==> config.mk <==
export PLATFORM = sky130hd
export DESIGN_NAME = afc_cal_sequencer
export DESIGN_NICKNAME = d
export VERILOG_FILES = /design/src/rtl/afc_pkg.sv /design/src/rtl/afc_window_timer.sv /design/src/rtl/afc_cal_sequencer.sv
export SDC_FILE = /design/constraint.sdc
export NUM_CORES = 1
export LEC_CHECK = 0
export CORE_MARGIN = 2
export CORE_UTILIZATION = 40
export CTS_CLUSTER_SIZE = 8
export DETAILED_ROUTE_END_ITERATION = 16
export MAX_ROUTING_LAYER = met4
export PLACE_DENSITY_LB_ADDON = 0.25
export SLEW_MARGIN = 20
export SYNTH_ARGS = -nofsm -noshare
export SYNTH_HDL_FRONTEND = slang
export SYNTH_SLANG_ARGS = --single-unit
==> constraint.sdc <==
create_clock -name clk -period 4.5 [get_ports clk]
set_input_delay 1.35 -clock clk [delete_from_list [all_inputs] [get_ports clk]]
set_output_delay 1.35 -clock clk [all_outputs]
set_load 0.05 [all_outputs]
==> src/rtl/afc_pkg.sv <==
// Shared types and sizing helpers for the automatic frequency calibrator.
// The sequencer, its window timer and the bench all size themselves from these.
package afc_pkg;

  typedef enum logic [2:0] {
    StIdle   = 3'd0,
    StClear  = 3'd1,
    StCount  = 3'd2,
    StSettle = 3'd3,
    StDecide = 3'd4,
    StDone   = 3'd5,
    StFail   = 3'd6
  } afc_state_e;

  typedef enum logic {
    PhSar    = 1'b0,
    PhLinear = 1'b1
  } afc_phase_e;

  localparam int unsigned TrimWidthDef    = 6;
  localparam int unsigned WindowCyclesDef = 256;
  localparam int unsigned SettleCyclesDef = 8;

  // Bits needed to hold the values 0 .. n-1 (never less than one bit).
  function automatic int unsigned bits_for_count(input int unsigned n);
    return (n > 1) ? $clog2(n) : 1;
  endfunction

  // The timer loads duration-1, so the longest duration sets the width.
  function automatic int unsigned timer_width(input int unsigned window,
                                              input int unsigned settle);
    int unsigned longest;
    longest = (window > settle) ? window : settle;
    return bits_for_count(longest);
  endfunction

  // SAR starting point: only the top trim bit set.
  function automatic int unsigned trim_mid(input int unsigned width);
    return 32'd1 << (width - 1);
  endfunction

endpackage

==> src/rtl/afc_window_timer.sv <==
// Load-and-count-down timer shared by the measurement window and settle delay.
// After a load of N-1, 'expired' pulses on the N-th cycle following the load.
module afc_window_timer #(
  parameter int unsigned CntW = 8
) (
  input  logic            clk,
  input  logic            rst,
  input  logic            load,
  input  logic [CntW-1:0] load_val,
  output logic            expired
);

  logic [CntW-1:0] cnt_q;
  logic            running_q;

  always_ff @(posedge clk) begin
    if (rst) begin
      cnt_q     <= '0;
      running_q <= 1'b0;
    end else if (load) begin
      cnt_q     <= load_val;
      running_q <= 1'b1;
    end else if (expired) begin
      running_q <= 1'b0;
    end else if (running_q) begin
      cnt_q <= cnt_q - CntW'(1);
    end
  end

  always_comb begin
    expired = running_q && (cnt_q == '0);
  end

endmodule

==> src/rtl/afc_cal_sequencer.sv <==
// Calibration controller: runs count windows, reads the comparator flags and drives the
// oscillator trim by SAR search followed by a bounded +/-1 linear refine.
module afc_cal_sequencer
  import afc_pkg::*;
#(
  parameter int unsigned TRIM_WIDTH    = TrimWidthDef,
  parameter int unsigned WINDOW_CYCLES = WindowCyclesDef,
  parameter int unsigned SETTLE_CYCLES = SettleCyclesDef,
  parameter int unsigned MAX_STEPS     = 8,
  parameter int unsigned MAX_RETRY     = 3
) (
  input  logic                  clk,
  input  logic                  rst,
  input  logic                  start,
  input  logic                  ref_faster,
  input  logic                  div_faster,
  input  logic                  equal,
  output logic                  cnt_clear,
  output logic                  cnt_enable,
  output logic [TRIM_WIDTH-1:0] trim_code,
  output logic                  busy,
  output logic                  cal_done,
  output logic                  cal_fail,
  output logic [7:0]            meas_count
);

  localparam int unsigned TimerW = timer_width(WINDOW_CYCLES, SETTLE_CYCLES);
  localparam int unsigned IdxW   = bits_for_count(TRIM_WIDTH);
  localparam int unsigned StepW  = bits_for_count(MAX_STEPS + 1);
  localparam int unsigned RetryW = bits_for_count(MAX_RETRY + 1);

  localparam logic [TRIM_WIDTH-1:0] TrimMid = TRIM_WIDTH'(trim_mid(TRIM_WIDTH));
  localparam logic [TRIM_WIDTH-1:0] TrimMax = {TRIM_WIDTH{1'b1}};
  localparam logic [IdxW-1:0]       IdxTop  = IdxW'(TRIM_WIDTH - 1);

  afc_state_e            state_q, state_d;
  afc_phase_e            phase_q, phase_d;
  logic [IdxW-1:0]       bit_idx_q, bit_idx_d;
  logic [StepW-1:0]      steps_q, steps_d;
  logic [RetryW-1:0]     retry_q, retry_d;
  logic [TRIM_WIDTH-1:0] trim_q, trim_d;
  logic [7:0]            meas_q, meas_d;

  logic cnt_clear_q, cnt_clear_d;
  logic cnt_enable_q, cnt_enable_d;
  logic busy_q, busy_d;
  logic cal_done_q, cal_done_d;
  logic cal_fail_q, cal_fail_d;

  logic              timer_load;
  logic [TimerW-1:0] timer_val;
  logic              timer_expired;

  // The timer is armed while in CLEAR for the window, and at the end of the window for settle.
  always_comb begin
    timer_load = 1'b0;
    timer_val  = TimerW'(WINDOW_CYCLES - 1);
    if (state_q == StClear) begin
      timer_load = 1'b1;
    end else if (state_q == StCount && timer_expired) begin
      timer_load = 1'b1;
      timer_val  = TimerW'(SETTLE_CYCLES - 1);
    end
  end

  afc_window_timer #(
    .CntW (TimerW)
  ) u_timer (
    .clk      (clk),
    .rst      (rst),
    .load     (timer_load),
    .load_val (timer_val),
    .expired  (timer_expired)
  );

  always_ff @(posedge clk) begin
    if (rst) begin
      state_q      <= StIdle;
      phase_q      <= PhSar;
      bit_idx_q    <= IdxTop;
      steps_q      <= '0;
      retry_q      <= '0;
      trim_q       <= TrimMid;
      meas_q       <= '0;
      cnt_clear_q  <= 1'b0;
      cnt_enable_q <= 1'b0;
      busy_q       <= 1'b0;
      cal_done_q   <= 1'b0;
      cal_fail_q   <= 1'b0;
    end else begin
      state_q      <= state_d;
      phase_q      <= phase_d;
      bit_idx_q    <= bit_idx_d;
      steps_q      <= steps_d;
      retry_q      <= retry_d;
      trim_q       <= trim_d;
      meas_q       <= meas_d;
      cnt_clear_q  <= cnt_clear_d;
      cnt_enable_q <= cnt_enable_d;
      busy_q       <= busy_d;
      cal_done_q   <= cal_done_d;
      cal_fail_q   <= cal_fail_d;
    end
  end

  always_comb begin
    state_d   = state_q;
    phase_d   = phase_q;
    bit_idx_d = bit_idx_q;
    steps_d   = steps_q;
    retry_d   = retry_q;
    trim_d    = trim_q;
    meas_d    = meas_q;

    unique case (state_q)
      StIdle, StDone, StFail: begin
        if (start) begin
          state_d   = StClear;
          phase_d   = PhSar;
          bit_idx_d = IdxTop;
          steps_d   = '0;
          retry_d   = '0;
          trim_d    = TrimMid;
          meas_d    = '0;
        end
      end
      StClear: state_d = StCount;
      StCount: begin
        if (timer_expired) state_d = StSettle;
      end
      StSettle: begin
        if (timer_expired) state_d = StDecide;
      end
      StDecide: begin
        meas_d = (meas_q == 8'hff) ? meas_q : meas_q + 8'd1;
        if (equal) begin
          state_d = StDone;
        end else if (!ref_faster && !div_faster) begin
          // Inconclusive: re-measure the same trim until the retry budget runs out.
          if (retry_q == RetryW'(MAX_RETRY)) begin
            state_d = StFail;
          end else begin
            retry_d = retry_q + RetryW'(1);
            state_d = StClear;
          end
        end else if (phase_q == PhSar) begin
          retry_d         = '0;
          state_d         = StClear;
          trim_d[bit_idx_q] = ref_faster;
          if (bit_idx_q != '0) begin
            trim_d[bit_idx_q - IdxW'(1)] = 1'b1;
            bit_idx_d                    = bit_idx_q - IdxW'(1);
          end else begin
            phase_d = PhLinear;
            steps_d = '0;
          end
        end else begin
          retry_d = '0;
          if (steps_q == StepW'(MAX_STEPS)) begin
            state_d = StFail;
          end else if (ref_faster) begin
            if (trim_q == TrimMax) begin
              state_d = StFail;
            end else begin
              trim_d  = trim_q + TRIM_WIDTH'(1);
              steps_d = steps_q + StepW'(1);
              state_d = StClear;
            end
          end else begin
            if (trim_q == '0) begin
              state_d = StFail;
            end else begin
              trim_d  = trim_q - TRIM_WIDTH'(1);
              steps_d = steps_q + StepW'(1);
              state_d = StClear;
            end
          end
        end
      end
      default: state_d = StIdle;
    endcase
  end

  // Outputs are decoded from the next state so they change on the same edge as the state.
  always_comb begin
    cnt_clear_d  = (state_d == StClear);
    cnt_enable_d = (state_d == StCount);
    cal_done_d   = (state_d == StDone);
    cal_fail_d   = (state_d == StFail);
    busy_d       = !(state_d inside {StIdle, StDone, StFail});
  end

  assign cnt_clear  = cnt_clear_q;
  assign cnt_enable = cnt_enable_q;
  assign trim_code  = trim_q;
  assign busy       = busy_q;
  assign cal_done   = cal_done_q;
  assign cal_fail   = cal_fail_q;
  assign meas_count = meas_q;

endmodule
# Yosys cells after proc, flatten, opt, wreduce, memory -nomap -nowiden
# Cells that the tools add are included.
[word_totals]
romBits = 0
memories = 0
latchBits = 0
input_bits = 6
ff_bits = 41
mem_bits_rw = 0
wordCells = 143
out_inout_bits = 19
[op_classes]
n_shift = 0
n_bitwise = 1
order_cmp = 4
n_addsub = 7
multipliers = 0
eq_ne = 26
n_div = 0
reduce_logical = 25
mux = 66
[op_table]
columns = ["op", "n"]
rows = [
  ["$mux W8", 7],
  ["$mux W6", 9],
  ["$mux W3", 16],
  ["$mux W4", 9],
  ["$pmux W8 S2", 1],
  ["$eq A3 B3 Y1 const B", 5],
  ["$pmux W3 S5", 1],
  ["$ne A2 B2 Y1 const B", 7],
  ["$pmux W6 S2", 1],
  ["$mux W1", 11],
  ["$eq A3 B2 Y1 const B", 3],
  ["$ne A3 B3 Y1 const B", 3],
  ["$add A8 B1 Y8 const B", 1],
  ["$eq A8 B8 Y1 const B", 1],
  ["$logic_not A8 Y1", 1],
  ["$lt A3 B4 Y1 const B", 2],
  ["$mux W2", 4],
  ["$ne A4 B4 Y1 const B", 2],
  ["$pmux W4 S2", 1],
  ["$reduce_and A4 Y1", 2],
  ["$reduce_and A8 Y1", 1],
  ["$sub A8 B1 Y8 const B", 1],
  ["$reduce_and A7 Y1", 1],
  ["$add A6 B1 Y6 const B", 1],
  ["25 further kinds", 38],
]

# Longest topological paths before layout
[depth]
ltp_word = 11
depth_mapped = 8
depth_no_buf = 7

# Hierarchy
# From an unflattened synthesis, not the netlist that was laid out.
[unflattened]
hier_cells = 331
area_unflattened_um2 = 2673.8
[by_module_without_submodules]
columns = ["module", "cells_per_inst", "n_inst", "area_each_um2", "seq_area_each_um2"]
rows = [
  ["afc_cal_sequencer", 262, 1, 2095.8, 640.6],
  ["afc_window_timer", 69, 1, 578.1, 180.2],
]

# Worst setup path before layout
# OpenSTA, ideal clock, no wires.
[synth_timing]
kind = "input to register"
startpoint = "input ref_faster"
endpoint = "register trim_q[4] (netlist: trim_code[4])"
arrival_ps = 2866
setup_time_ps = 61
required_ps = 4439
cell_stages = 8
setup_slack_ps = 1573
n_path_buf = 1
cell_sequence = "clkbuf_1 inv_1 ha_1 nor2b_1 o21a_1 o21a_1 o31ai_1 a22o_1"
[synth_between]
elab_chain_cells = 7
elab_cells_between_ends = 15
classes_between = "eq/ne: 3; mux: 8; bitwise: 1; reduce/logical: 3"
[synth_rtl]
columns = ["item", "line", "source"]
rows = [
  ["from (decl)", "afc_cal_sequencer.sv:15", "input logic ref_faster,"],
  ["$bwmux W6", "afc_cal_sequencer.sv:149", "trim_d[bit_idx_q] = ref_faster;"],
  ["$or A6 B6 Y6 (no line)", "-", ""],
  ["$mux W6", "afc_cal_sequencer.sv:150", "if (bit_idx_q != '0) begin"],
  ["$mux W6", "afc_cal_sequencer.sv:146", "end else if (phase_q == PhSar) begin"],
  ["$mux W6", "afc_cal_sequencer.sv:138", "end else if (!ref_faster && !div_faster) begin"],
  ["$mux W6", "afc_cal_sequencer.sv:136", "if (equal) begin"],
  ["$pmux W6 S2", "afc_cal_sequencer.sv:115", "unique case (state_q)"],
  ["to (signal assigned)", "afc_cal_sequencer.sv:83", "trim_q <= TrimMid;"],
  ["to (signal assigned)", "afc_cal_sequencer.sv:96", "trim_q <= trim_d;"],
  ["to (decl)", "afc_cal_sequencer.sv:41", "logic [TRIM_WIDTH-1:0] trim_q, trim_d;"],
]
# Parallel ways exist; a longest one is shown, timed or not. The select of a mux whose other input is x is not followed.
# A chain may end at the register's enable or synchronous reset.

# Worst setup path after layout
# Same ends and word-level chain as after synthesis.

==> run_results.csv <==
group,metric,value,unit
sta,whs,0.467,ns
layout,drive_gt1_share,8.66,%
clock_network,clkLatencyLatePin,0.30,ns
place,placed_area,2930,um^2
sta,fin_crit,3.36,ns
sta,finalSetupViolCount,0,
logic_synthesis,synth-seq-area-share,30.9,%
sta,skew,0.00675,ns
logic_synthesis,yosys_warnings,0,
place,gp_congestion,0.834,
logic_synthesis,syn_nets,335,
setup_path,ff2ff_path_depth,7,
floorplan,ios,25,
floorplan,start_util,41.5,%
clock_network,cts_setup_buffers,0,
logic_synthesis,synth_edf_count,0,
setup_path,rrSetupSlack,2.31,ns
logic_synthesis,synth-main-ff-cell,"dfxtp_1",
clock_network,hold_buffers,0,
detailed_routing,postRouteAntennaNets,0,
setup_path,cp.arrival,3.60,ns
logic_synthesis,synth.avg_cell_area,8.39,um^2
sta,drv_slew,0,
detailed_routing,num_vias,2312,
clock_network,cts-buffers-inserted,5,
sta,post-route-period-util,74.8,%
sta,rsz0062_at_grt,"false",
floorplan,dieArea,7300,um^2
logic_synthesis,synth.most_common_cell,"dfxtp_1",
layout,syn_to_final_growth,14.8,%
sta,max_freq,297,MHz
logic_synthesis,yosysTopAreaCellShare,30.9,%
global_route,grt_antenna_before_repair,0,
power_and_ir_drop,p_leak,0.00106,uW
global_route,grt_pass1_vias,2120,
worst_hold_path,min_path_cells,2,
layout,nets,353,
logic_synthesis,synth_area_leader_cell,"dfxtp_1",
logic_synthesis,synth_area_leaders,"dfxtp_1, ha_1, a21oi_1",
setup_path,cp_max_fo,13,
status,status,"completed",
power_and_ir_drop,ir_worst_vdd,0.228,mV
sta,tightest_slew,0.686,ns
logic_synthesis,synth_area,2650,um^2
clock_network,clock-sinks,41,
setup_path,crit_type,"in -> reg",
layout,final_area,3040,um^2
sta,relSlewSlack,54.1,%
clock_network,clk_pin_slew_worst_paths,0.09,ns
global_route,grt_overflow,0,
global_route,grt_max_degree,24,
global_route,grt_pass1_wl,10.2,mm
logic_synthesis,ys_ff_latch,41,
detailed_routing,wire_per_inst,14.4,um
floorplan,core.rowCount,29,
setup_path,worstPathRequired,4.74,ns
clock_network,clock-root-buffer,"clkbuf_8",
floorplan,fp.dieW,85.4,um
clock_network,cts-resized-gates,0,
worst_hold_path,min_path_type,"reg -> reg",
detailed_routing,detailedRoute.firstPassIterationCount,4,
clock_network,clock_path_buffers,2,
layout,n_fill_cell,611,
sta,hold_viol,0,
floorplan,die_y,85.4,um
place,port_buffers,24,
logic_synthesis,synth_async_sr_flop_share,0,%
setup_path,endpoint_kind,"flop",
sta,setup-tns-final,0,ns
detailed_routing,drtIter0Drc,191,
logic_synthesis,synthTopCellsByCount,"dfxtp_1, nor2_1, a21oi_1, nand2_1, o21ai_0",
clock_network,cts_tree,"yes",
detailed_routing,route.detailed.drc,0,
detailed_routing,drt-total-wl,5.95,mm
clock_network,h-tree-depth,2,
place,dp_hpwl,4.25,mm
logic_synthesis,synth_cell_type_count,65,
run,maxCapViolCount,0,
detailed_routing,vias_per_cell,5.61,
logic_synthesis,synthCells,316,
setup_path,start_kind,"primary input",
layout,diodes,0,
floorplan,coreArea,6390,um^2
global_route,grt_usage,17.6,%
power_and_ir_drop,power_density,277,nW/um^2
==> registers in the layout, indices dropped and copies added (netlist names), 2 cells and up <==
name and flops:
meas_count 8, state_q 3, steps_q 4, bit_idx_q 3, u_timer.cnt_q 8, retry_q 2
trim_code 6
==> metrics by stage <==
step           worst slack [ns]  utilization (%)  power, uW  std cells
2_1_floorplan              1.57                -        523        316
3_3_place_gp              0.919             45.9        546        404
3_5_place_dp              0.842             45.9        549        404
4_1_cts                    1.16             47.7        851        412
5_1_grt                   0.989             47.7        888        412
6_report                   1.14             47.7        842        412
==> placed cells by master (no fill, tap or decap), drive strengths merged, types with 12 or more instances in the layout <==
master / count
a21oi: 26
dfxtp: 41
xnor2: 12
clkdlybuf4s50: 24
nand2: 22
ha: 12
nor2: 26
o21ai: 16
nor3: 14
inv: 14
==> kinds of logic (layout without fill, tap and decap cells) <==
group / Yosys count / after routing / synth area share, %
AO/OA/AOI/OAI: 93 / 93 / 25.4
XOR/XNOR: 15 / 15 / 4.95
multiplexers: 4 / 4 / 1.60
adder cells (fa/ha/maj): 13 / 13 / 6.41
AND/OR/NAND/NOR: 122 / 122 / 26.1
buffers and inverters: 28 / 47 / 4.53
flip-flops: 41 / 41 / 30.9
==> report_power, final <==
part | total (uW) | internal (uW) | switching, uW
combinational | 142 | 57.8 | 84.0
sequential | 399 | 379 | 19.5
clock | 301 | 166 | 135
total | 842 | 603 | 239
==> per-layer routing <==
| metal | share of wire, % | track usage [%] |
|---|---|---|
| met1 | 50 | 24.2 |
| met5 | 0 | - |
| met2 | 45 | 25.6 |
| met3 | 3.8 | 3.40 |
| met4 | 1.2 | 6.20 |
==> final timing paths <==
check,to,startpoint
setup / recovery,trim_code[4],ref_faster
hold / removal,retry_q[1],retry_q[1]
setup reg to reg,trim_code[5],bit_idx_q[0]
hold reg to reg,retry_q[1],retry_q[1]
==> area by class of cell <==
class                   instances  area [um^2]  share of cell area, %
multi-input cells             247         1710                   56.2
flip-flops and latches         41          821                   27.0
repair buffers                 25          248                   8.14
well taps                      77         96.3                   3.16
clock buffers                   5         68.8                   2.26
inverters                      14         52.6                   1.73
clock inverters                 3         46.3                   1.52
==> critical path, stage by stage <==
cell and delay [ns]:
clkdlybuf4s50_1 0.80, inv_1 0.20, ha_1 0.38, nor2b_1 0.15
o21a_1 0.17, o21a_1 0.16, o31ai_1 0.21, a22o_1 0.17
Note: power is estimated with default switching activity, not from simulation.
